<file path="src/rtl/ctrl_pkg.sv">
// Shared encodings for the multicycle control unit and the ALU it drives.
// The HALT state exists only when CTRL_ILLEGAL_TRAP_EN is defined.
package ctrl_pkg;

    typedef enum logic [3:0] {
        S_FETCH,
        S_DECODE,
        S_MEMADR,
        S_MEMREAD,
        S_MEMWB,
        S_MEMWRITE,
        S_EXECR,
        S_EXECI,
        S_ALUWB,
        S_BEQ,
        S_JAL
`ifdef CTRL_ILLEGAL_TRAP_EN
        , S_HALT
`endif
    } state_t;

    localparam logic [6:0] OP_LW  = 7'b0000011;
    localparam logic [6:0] OP_SW  = 7'b0100011;
    localparam logic [6:0] OP_R   = 7'b0110011;
    localparam logic [6:0] OP_I   = 7'b0010011;
    localparam logic [6:0] OP_BEQ = 7'b1100011;
    localparam logic [6:0] OP_JAL = 7'b1101111;

    localparam logic [1:0] ALUOP_ADD   = 2'b00;
    localparam logic [1:0] ALUOP_SUB   = 2'b01;
    localparam logic [1:0] ALUOP_FUNCT = 2'b10;

    localparam logic [2:0] ALU_ADD  = 3'b000;
    localparam logic [2:0] ALU_SUB  = 3'b001;
    localparam logic [2:0] ALU_AND  = 3'b010;
    localparam logic [2:0] ALU_OR   = 3'b011;
    localparam logic [2:0] ALU_SLT  = 3'b101;
    localparam logic [2:0] ALU_SRA  = 3'b110;
    localparam logic [2:0] ALU_NONE = 3'b111;

endpackage

</file>
<file path="src/rtl/mc_control_unit_if.sv">
// Instruction-field inputs and datapath control outputs of mc_control_unit.
// IllegalInstr is present only when CTRL_ILLEGAL_TRAP_EN is defined.
interface mc_control_unit_if;
    logic [6:0] op;
    logic [2:0] funct3;
    logic       funct7b5;
    logic       Zero;
    logic       PCWrite;
    logic       AdrSrc;
    logic       MemWrite;
    logic       IRWrite;
    logic       RegWrite;
    logic [1:0] ResultSrc;
    logic [1:0] ALUSrcA;
    logic [1:0] ALUSrcB;
    logic [1:0] ImmSrc;
    logic [2:0] ALUControl;
`ifdef CTRL_ILLEGAL_TRAP_EN
    logic       IllegalInstr;
`endif

    modport master (
`ifdef CTRL_ILLEGAL_TRAP_EN
        output IllegalInstr,
`endif
        input  op, funct3, funct7b5, Zero,
        output PCWrite, AdrSrc, MemWrite, IRWrite, RegWrite,
               ResultSrc, ALUSrcA, ALUSrcB, ImmSrc, ALUControl
    );

    modport slave (
`ifdef CTRL_ILLEGAL_TRAP_EN
        input  IllegalInstr,
`endif
        output op, funct3, funct7b5, Zero,
        input  PCWrite, AdrSrc, MemWrite, IRWrite, RegWrite,
               ResultSrc, ALUSrcA, ALUSrcB, ImmSrc, ALUControl
    );
endinterface

</file>
<file path="src/rtl/mc_control_unit_alu_decoder.sv">
// Combinational ALU decoder: ALUOp plus instruction fields to ALUControl.
module alu_decoder
    import ctrl_pkg::*;
(
    input  logic [1:0] alu_op,
    input  logic [2:0] funct3,
    input  logic       op_b5,
    input  logic       funct7b5,
    output logic [2:0] alu_control
);
    always_comb begin
        alu_control = ALU_NONE;
        case (alu_op)
            ALUOP_ADD: alu_control = ALU_ADD;
            ALUOP_SUB: alu_control = ALU_SUB;
            ALUOP_FUNCT: begin
                case (funct3)
                    // op[5] separates R-type sub from addi, whose bit 30 is immediate data
                    3'b000:  alu_control = (op_b5 & funct7b5) ? ALU_SUB : ALU_ADD;
                    3'b010:  alu_control = ALU_SLT;
                    3'b110:  alu_control = ALU_OR;
                    3'b111:  alu_control = ALU_AND;
                    3'b101:  alu_control = funct7b5 ? ALU_SRA : ALU_NONE;
                    default: alu_control = ALU_NONE;
                endcase
            end
            default: alu_control = ALU_NONE;
        endcase
    end
endmodule

</file>
<file path="src/rtl/mc_control_unit.sv">
// Multicycle RV32I control unit: Moore FSM, ImmSrc decode and ALU decoder.
// Define CTRL_ILLEGAL_TRAP_EN to trap unknown opcodes in a HALT state.
module mc_control_unit
    import ctrl_pkg::*;
(
    input logic               clk,
    input logic               rst_n,
    mc_control_unit_if.master bus
);
`ifdef CTRL_ILLEGAL_TRAP_EN
    localparam state_t S_ILLEGAL = S_HALT;
`else
    localparam state_t S_ILLEGAL = S_FETCH;
`endif

    state_t     state_q, state_d;
    logic       pc_update, branch;
    logic       adr_src, mem_write, ir_write, reg_write;
    logic [1:0] result_src, alu_src_a, alu_src_b, alu_op, imm_src;
    logic [2:0] alu_control;

    always_ff @(posedge clk or negedge rst_n) begin
        if (!rst_n) state_q <= S_FETCH;
        else        state_q <= state_d;
    end

    always_comb begin
        state_d    = state_q;
        pc_update  = 1'b0;
        branch     = 1'b0;
        adr_src    = 1'b0;
        mem_write  = 1'b0;
        ir_write   = 1'b0;
        reg_write  = 1'b0;
        result_src = 2'b00;
        alu_src_a  = 2'b00;
        alu_src_b  = 2'b00;
        alu_op     = ALUOP_ADD;
        case (state_q)
            S_FETCH: begin
                ir_write   = 1'b1;
                alu_src_b  = 2'b10;
                result_src = 2'b10;
                pc_update  = 1'b1;
                state_d    = S_DECODE;
            end
            S_DECODE: begin
                alu_src_a = 2'b01;
                alu_src_b = 2'b01;
                case (bus.op)
                    OP_LW, OP_SW: state_d = S_MEMADR;
                    OP_R:         state_d = S_EXECR;
                    OP_I:         state_d = S_EXECI;
                    OP_BEQ:       state_d = S_BEQ;
                    OP_JAL:       state_d = S_JAL;
                    default:      state_d = S_ILLEGAL;
                endcase
            end
            S_MEMADR: begin
                alu_src_a = 2'b10;
                alu_src_b = 2'b01;
                if (bus.op == OP_LW)      state_d = S_MEMREAD;
                else if (bus.op == OP_SW) state_d = S_MEMWRITE;
                else                      state_d = S_ILLEGAL;
            end
            S_MEMREAD: begin
                adr_src = 1'b1;
                state_d = S_MEMWB;
            end
            S_MEMWB: begin
                result_src = 2'b01;
                reg_write  = 1'b1;
                state_d    = S_FETCH;
            end
            S_MEMWRITE: begin
                adr_src   = 1'b1;
                mem_write = 1'b1;
                state_d   = S_FETCH;
            end
            S_EXECR: begin
                alu_src_a = 2'b10;
                alu_op    = ALUOP_FUNCT;
                state_d   = S_ALUWB;
            end
            S_EXECI: begin
                alu_src_a = 2'b10;
                alu_src_b = 2'b01;
                alu_op    = ALUOP_FUNCT;
                state_d   = S_ALUWB;
            end
            S_ALUWB: begin
                reg_write = 1'b1;
                state_d   = S_FETCH;
            end
            S_BEQ: begin
                alu_src_a = 2'b10;
                alu_op    = ALUOP_SUB;
                branch    = 1'b1;
                state_d   = S_FETCH;
            end
            S_JAL: begin
                alu_src_a = 2'b01;
                alu_src_b = 2'b10;
                pc_update = 1'b1;
                state_d   = S_ALUWB;
            end
`ifdef CTRL_ILLEGAL_TRAP_EN
            S_HALT: state_d = S_HALT;
`endif
            default: state_d = S_FETCH;
        endcase
    end

    always_comb begin
        imm_src = 2'b00;
        case (bus.op)
            OP_SW:   imm_src = 2'b01;
            OP_BEQ:  imm_src = 2'b10;
            OP_JAL:  imm_src = 2'b11;
            default: imm_src = 2'b00;
        endcase
    end

    alu_decoder u_alu_decoder (
        .alu_op      (alu_op),
        .funct3      (bus.funct3),
        .op_b5       (bus.op[5]),
        .funct7b5    (bus.funct7b5),
        .alu_control (alu_control)
    );

    assign bus.PCWrite    = pc_update | (branch & bus.Zero);
    assign bus.AdrSrc     = adr_src;
    assign bus.MemWrite   = mem_write;
    assign bus.IRWrite    = ir_write;
    assign bus.RegWrite   = reg_write;
    assign bus.ResultSrc  = result_src;
    assign bus.ALUSrcA    = alu_src_a;
    assign bus.ALUSrcB    = alu_src_b;
    assign bus.ImmSrc     = imm_src;
    assign bus.ALUControl = alu_control;
`ifdef CTRL_ILLEGAL_TRAP_EN
    assign bus.IllegalInstr = (state_q == S_HALT);
`endif
endmodule
</file>
<file path="src/flat_wrapper.sv">
// flat-port wrapper written by rule: the top's interface ports become plain ports
module mc_control_unit_flat import ctrl_pkg::*;
  (clk, rst_n, bus_op, bus_funct3, bus_funct7b5, bus_Zero, bus_PCWrite, bus_AdrSrc, bus_MemWrite, bus_IRWrite, bus_RegWrite, bus_ResultSrc, bus_ALUSrcA, bus_ALUSrcB, bus_ImmSrc, bus_ALUControl);
  mc_control_unit_if bus_i ();
  input logic clk;
  input logic rst_n;
  input wire logic [$bits(bus_i.op)-1:0] bus_op;
  input wire logic [$bits(bus_i.funct3)-1:0] bus_funct3;
  input wire logic [$bits(bus_i.funct7b5)-1:0] bus_funct7b5;
  input wire logic [$bits(bus_i.Zero)-1:0] bus_Zero;
  output wire logic [$bits(bus_i.PCWrite)-1:0] bus_PCWrite;
  output wire logic [$bits(bus_i.AdrSrc)-1:0] bus_AdrSrc;
  output wire logic [$bits(bus_i.MemWrite)-1:0] bus_MemWrite;
  output wire logic [$bits(bus_i.IRWrite)-1:0] bus_IRWrite;
  output wire logic [$bits(bus_i.RegWrite)-1:0] bus_RegWrite;
  output wire logic [$bits(bus_i.ResultSrc)-1:0] bus_ResultSrc;
  output wire logic [$bits(bus_i.ALUSrcA)-1:0] bus_ALUSrcA;
  output wire logic [$bits(bus_i.ALUSrcB)-1:0] bus_ALUSrcB;
  output wire logic [$bits(bus_i.ImmSrc)-1:0] bus_ImmSrc;
  output wire logic [$bits(bus_i.ALUControl)-1:0] bus_ALUControl;
  assign bus_i.op = bus_op;
  assign bus_i.funct3 = bus_funct3;
  assign bus_i.funct7b5 = bus_funct7b5;
  assign bus_i.Zero = bus_Zero;
  assign bus_PCWrite = bus_i.PCWrite;
  assign bus_AdrSrc = bus_i.AdrSrc;
  assign bus_MemWrite = bus_i.MemWrite;
  assign bus_IRWrite = bus_i.IRWrite;
  assign bus_RegWrite = bus_i.RegWrite;
  assign bus_ResultSrc = bus_i.ResultSrc;
  assign bus_ALUSrcA = bus_i.ALUSrcA;
  assign bus_ALUSrcB = bus_i.ALUSrcB;
  assign bus_ImmSrc = bus_i.ImmSrc;
  assign bus_ALUControl = bus_i.ALUControl;
  mc_control_unit u_core (.clk(clk), .rst_n(rst_n), .bus(bus_i));
endmodule
</file>
<file path="config.mk">
export PLATFORM = sky130hd
export DESIGN_NAME = mc_control_unit_flat
export DESIGN_NICKNAME = d
export VERILOG_FILES = /design/src/rtl/ctrl_pkg.sv /design/src/rtl/mc_control_unit_if.sv /design/src/rtl/mc_control_unit_alu_decoder.sv /design/src/rtl/mc_control_unit.sv /design/src/flat_wrapper.sv
export SDC_FILE = /design/constraint.sdc
export NUM_CORES = 1
export LEC_CHECK = 0
export CAP_MARGIN = 20
export CORE_MARGIN = 4
export CORE_UTILIZATION = 40
export DETAILED_ROUTE_END_ITERATION = 6
export HOLD_SLACK_MARGIN = 0.08
export PLACE_DENSITY_LB_ADDON = 0.15
export SETUP_SLACK_MARGIN = 0.1
export SLEW_MARGIN = 20
export SYNTH_ARGS = -nofsm -noshare
export SYNTH_HDL_FRONTEND = slang
export SYNTH_SLANG_ARGS = --single-unit
</file>
<file path="constraint.sdc">
create_clock -name clk -period 3.3 [get_ports clk]
set_input_delay 0.99 -clock clk [delete_from_list [all_inputs] [get_ports clk]]
set_output_delay 0.99 -clock clk [all_outputs]
set_load 0.02 [all_outputs]
</file>
==> results.md <==
* Max cap viols at 0
* Final Setup Violations at 0
* Cell Area, Synth at around 560 µm²
* Pwr Total at 406.3 µW
* Top-count cell post-synth: nor2_1
* Peak Freq at 0.3177 GHz
* XOR/XNOR Fraction of Synth Area at under 10%
* Syn Nets at 86
* Dominant cells by area after synthesis: dfrtp_1 18%, nor2_1 6.7%, nand3b_1 4.0%
* Drt total wl at around 1500 µm
* TritonCTS Buffers at 3
* Critical path depth at 5
* Slew Viols, Final at 0
* Maximum clock insertion buffer count at 2
* Worst-Margin Slew at 0.4540 ns
* CORE AREA at 1318 µm²
* Number of global-route vias before repair at 591
* FF-to-FF path depth at 3
* Finished Core Util at 69.61%
* WHS at 0.5968 ns
* Post-CTS Hold Buffers at 0
* Main combinational cell family by area after synthesis: simple AND/OR/NAND/NOR gates
* Netlist cell types at 39
* Worst slew margin at 69.73%
* Total grt overflow at 0
* Pwr dens at 443.0 nW/µm²
* Clk_lat worst skew at 0.23 ns
* Multiplexer area fraction after synthesis at 0%
* Post-Synthesis Cells at 72
* R2r startpoint: u_core.state_q[1]$_DFF_PN0_
* CP cell instances: clkdlybuf4s50_1 -> nor2b_4 -> nand4_1 -> nand2_1 -> clkdlybuf4s15_2
* Adder-cell area share of the yosys netlist at 0%
* Antenna violations before repair at 0
* Biggest regs: u_core.state_q (4)
* Worst path arrival time at 2.16 ns
* Die height at 45.48 µm
* Ys async rst share at 100.0%
* RSZ-0062 raised after global routing: false
* Seq/Total Area, Yosys at between 10% and 20%
* Worst setup SP type: input pin
* First-pass GRT wire length at 2428 µm
* Synth top area share at around 18%
* DP Cell Count at 120
* Primary FF master, synth: dfrtp_1
* Drc violations at 0
* Yosys top cell by area: dfrtp_1
* CTS root buffer: clkbuf_4
* Port-buffer cells at 29
* Number of fill cells at between 100 and 150
* Fin. Hold Viols at 0
* Leak at 0.3668 nW
* Fin crit share at 95.38%
* Largest net degree at the start of global routing at 15
* Min Clock Period, post-route at 3.148 ns
* ANT cells at 0
* Crit-path max FO at 4
* Yosys reg bits at 4
* Status: complete, no violations
* Clock skew at 0.0009699 ns
* Fin cells at 123
* Layout cell share with drive strength beyond 1 at 25.00%
* DR WL/cell at 12.21 µm
* Total number of yosys warnings at 0
* Via count at 660
* CP peak stage delay at roughly 0.5 ns
* Post-detail-place hpwl at 1183 µm
* Post-DRT Antenna Nets at 0
* Initial DRC count at 5
* Setup Crit Path Kind: in -> out
* Nets at 124
* Clock sink count at 4
* GP Congestion at 0.7032
* Worst hold path type: reg -> reg
* Rows at 13
* Routed vias/inst at 5.366
* Drt first pass iters at 2
* Die area at 2068 µm²
* Post-Synth Simple-Gate Area at 50.11%
* Average size of a mapped cell at 7.803 µm²
* WP data required at ~2.3 ns
* CP Launch Point: bus_op[5]
* Biggest register: u_core.state_q
* CP max stage cell: clkdlybuf4s50_1
* Clk pin slew, worst setup/hold paths at ~0.040 ns
* Starting Density at between 40% and 50%
* Area delta synth->final at 63.25%
* Top cells by count, synth: 10 x nor2_1, 5 x nand2_1, 4 x dfrtp_1, 4 x nor3_1
* Hold_sp: u_core.state_q[3]$_DFF_PN0_
* IR Drop Worst-Case VDD at about 0.23 mV
* Max reg flops at 4
* Die W at around 45 µm
* CP Buf/Inv Count at 2
* H-tree depth at 1
* Crit end category: output port
* Top-level port count at 30
* Compound-Gate Fraction of Synth Area at between 20% and 30%
* CP delay by family, top: buffers and inverters
* Number of synthesized flops with an enable pin at 0
* Hold-critical path depth at 1
* CTS tree: built
* Total track usage at 15.55%
==> layout by cell type (no fill, tap or decap), drive strengths merged, types with 2 or more instances in the layout <==
| cell type | count |
|---|---|
| clkdlybuf4s50 | 23 |
| buf | 11 |
| nor2 | 10 |
| nand2b | 2 |
| clkbuf | 3 |
| nor2b | 2 |
| dlygate4sd2 | 3 |
| or2b | 3 |
| a21oi | 3 |
| nor3 | 4 |
| nand2 | 5 |
| nand3b | 3 |
| and2 | 2 |
| nor3b | 3 |
| a311oi | 2 |
| nand4b | 2 |
| nand3 | 2 |
| o211ai | 2 |
| dfrtp | 4 |
| a211oi | 2 |
==> logic make-up (layout without fill, tap and decap cells) <==
group | count (synthesis) | count (layout)
flops | 4 | 4
xor+xnor | 1 | 1
compound gates | 16 | 16
buf+inv | 6 | 42
simple gates | 45 | 45
==> power by group <==
group	switching [mW]	internal [mW]	total (mW)
Combinational	0.129	0.136	0.265
Sequential	0.0255	0.0563	0.0818
Clock	0.0187	0.0406	0.0593
==> per-stage QoR <==
step | worst slack, ns | cell area (µm²) | TNS [ns]
finish | 0.1523 | 917.1 | 0
CTS | 0.1030 | 918.4 | 0
detailed placement | -0.2930 | 902.1 | -0.8510
global route | 0.1100 | 917.1 | 0
global placement | -0.2542 | 902.1 | -0.7703
floorplan | 0.7242 | 561.8 | 0
==> worst reg2reg max path, cell delays in order (launching register included) <==
cell,delay (ns)
dfrtp_1,0.50
nand2b_2,0.30
or3_4,0.36
o32ai_2,0.21
==> metal layers <==
metal	vias to the layer above	wire length, µm	GRT usage [%]
met2	24	710	27.30
li1	340	-	-
met4	0	0	1.754
met3	0	122	4.743
met5	-	0	0
met1	296	669	18.91
==> worst paths after layout <==
path	endpoint	slack (ns)
min in group asynchronous	u_core.state_q[0]$_DFF_PN0_	0.96
worst min-delay path	u_core.state_q[2]$_DFF_PN0_	0.60
worst max-delay path	bus_ImmSrc[0]	0.15
worst max register to register	u_core.state_q[3]$_DFF_PN0_	1.84
worst min register to register	u_core.state_q[2]$_DFF_PN0_	0.60
max in group asynchronous	u_core.state_q[1]$_DFF_PN0_	2.18
==> repair_timing <==
action | CTS | global route
resized for setup | 13 | 2
setup endpoints to repair | 6 | 2
buffers inserted | 0 | 0
==> cell type report <==
type                       instances  area (µm²)  share of cell area (%)
timing repair buffer              38       345.3                   37.65
tap                               15       18.77                   2.046
inverter                           1       3.754                  0.4093
sequential                         4       100.1                   10.91
clock buffer                       3       22.52                   2.456
multi-input combinational         62       426.7                   46.52
Note: power is estimated with default switching activity, not from simulation.
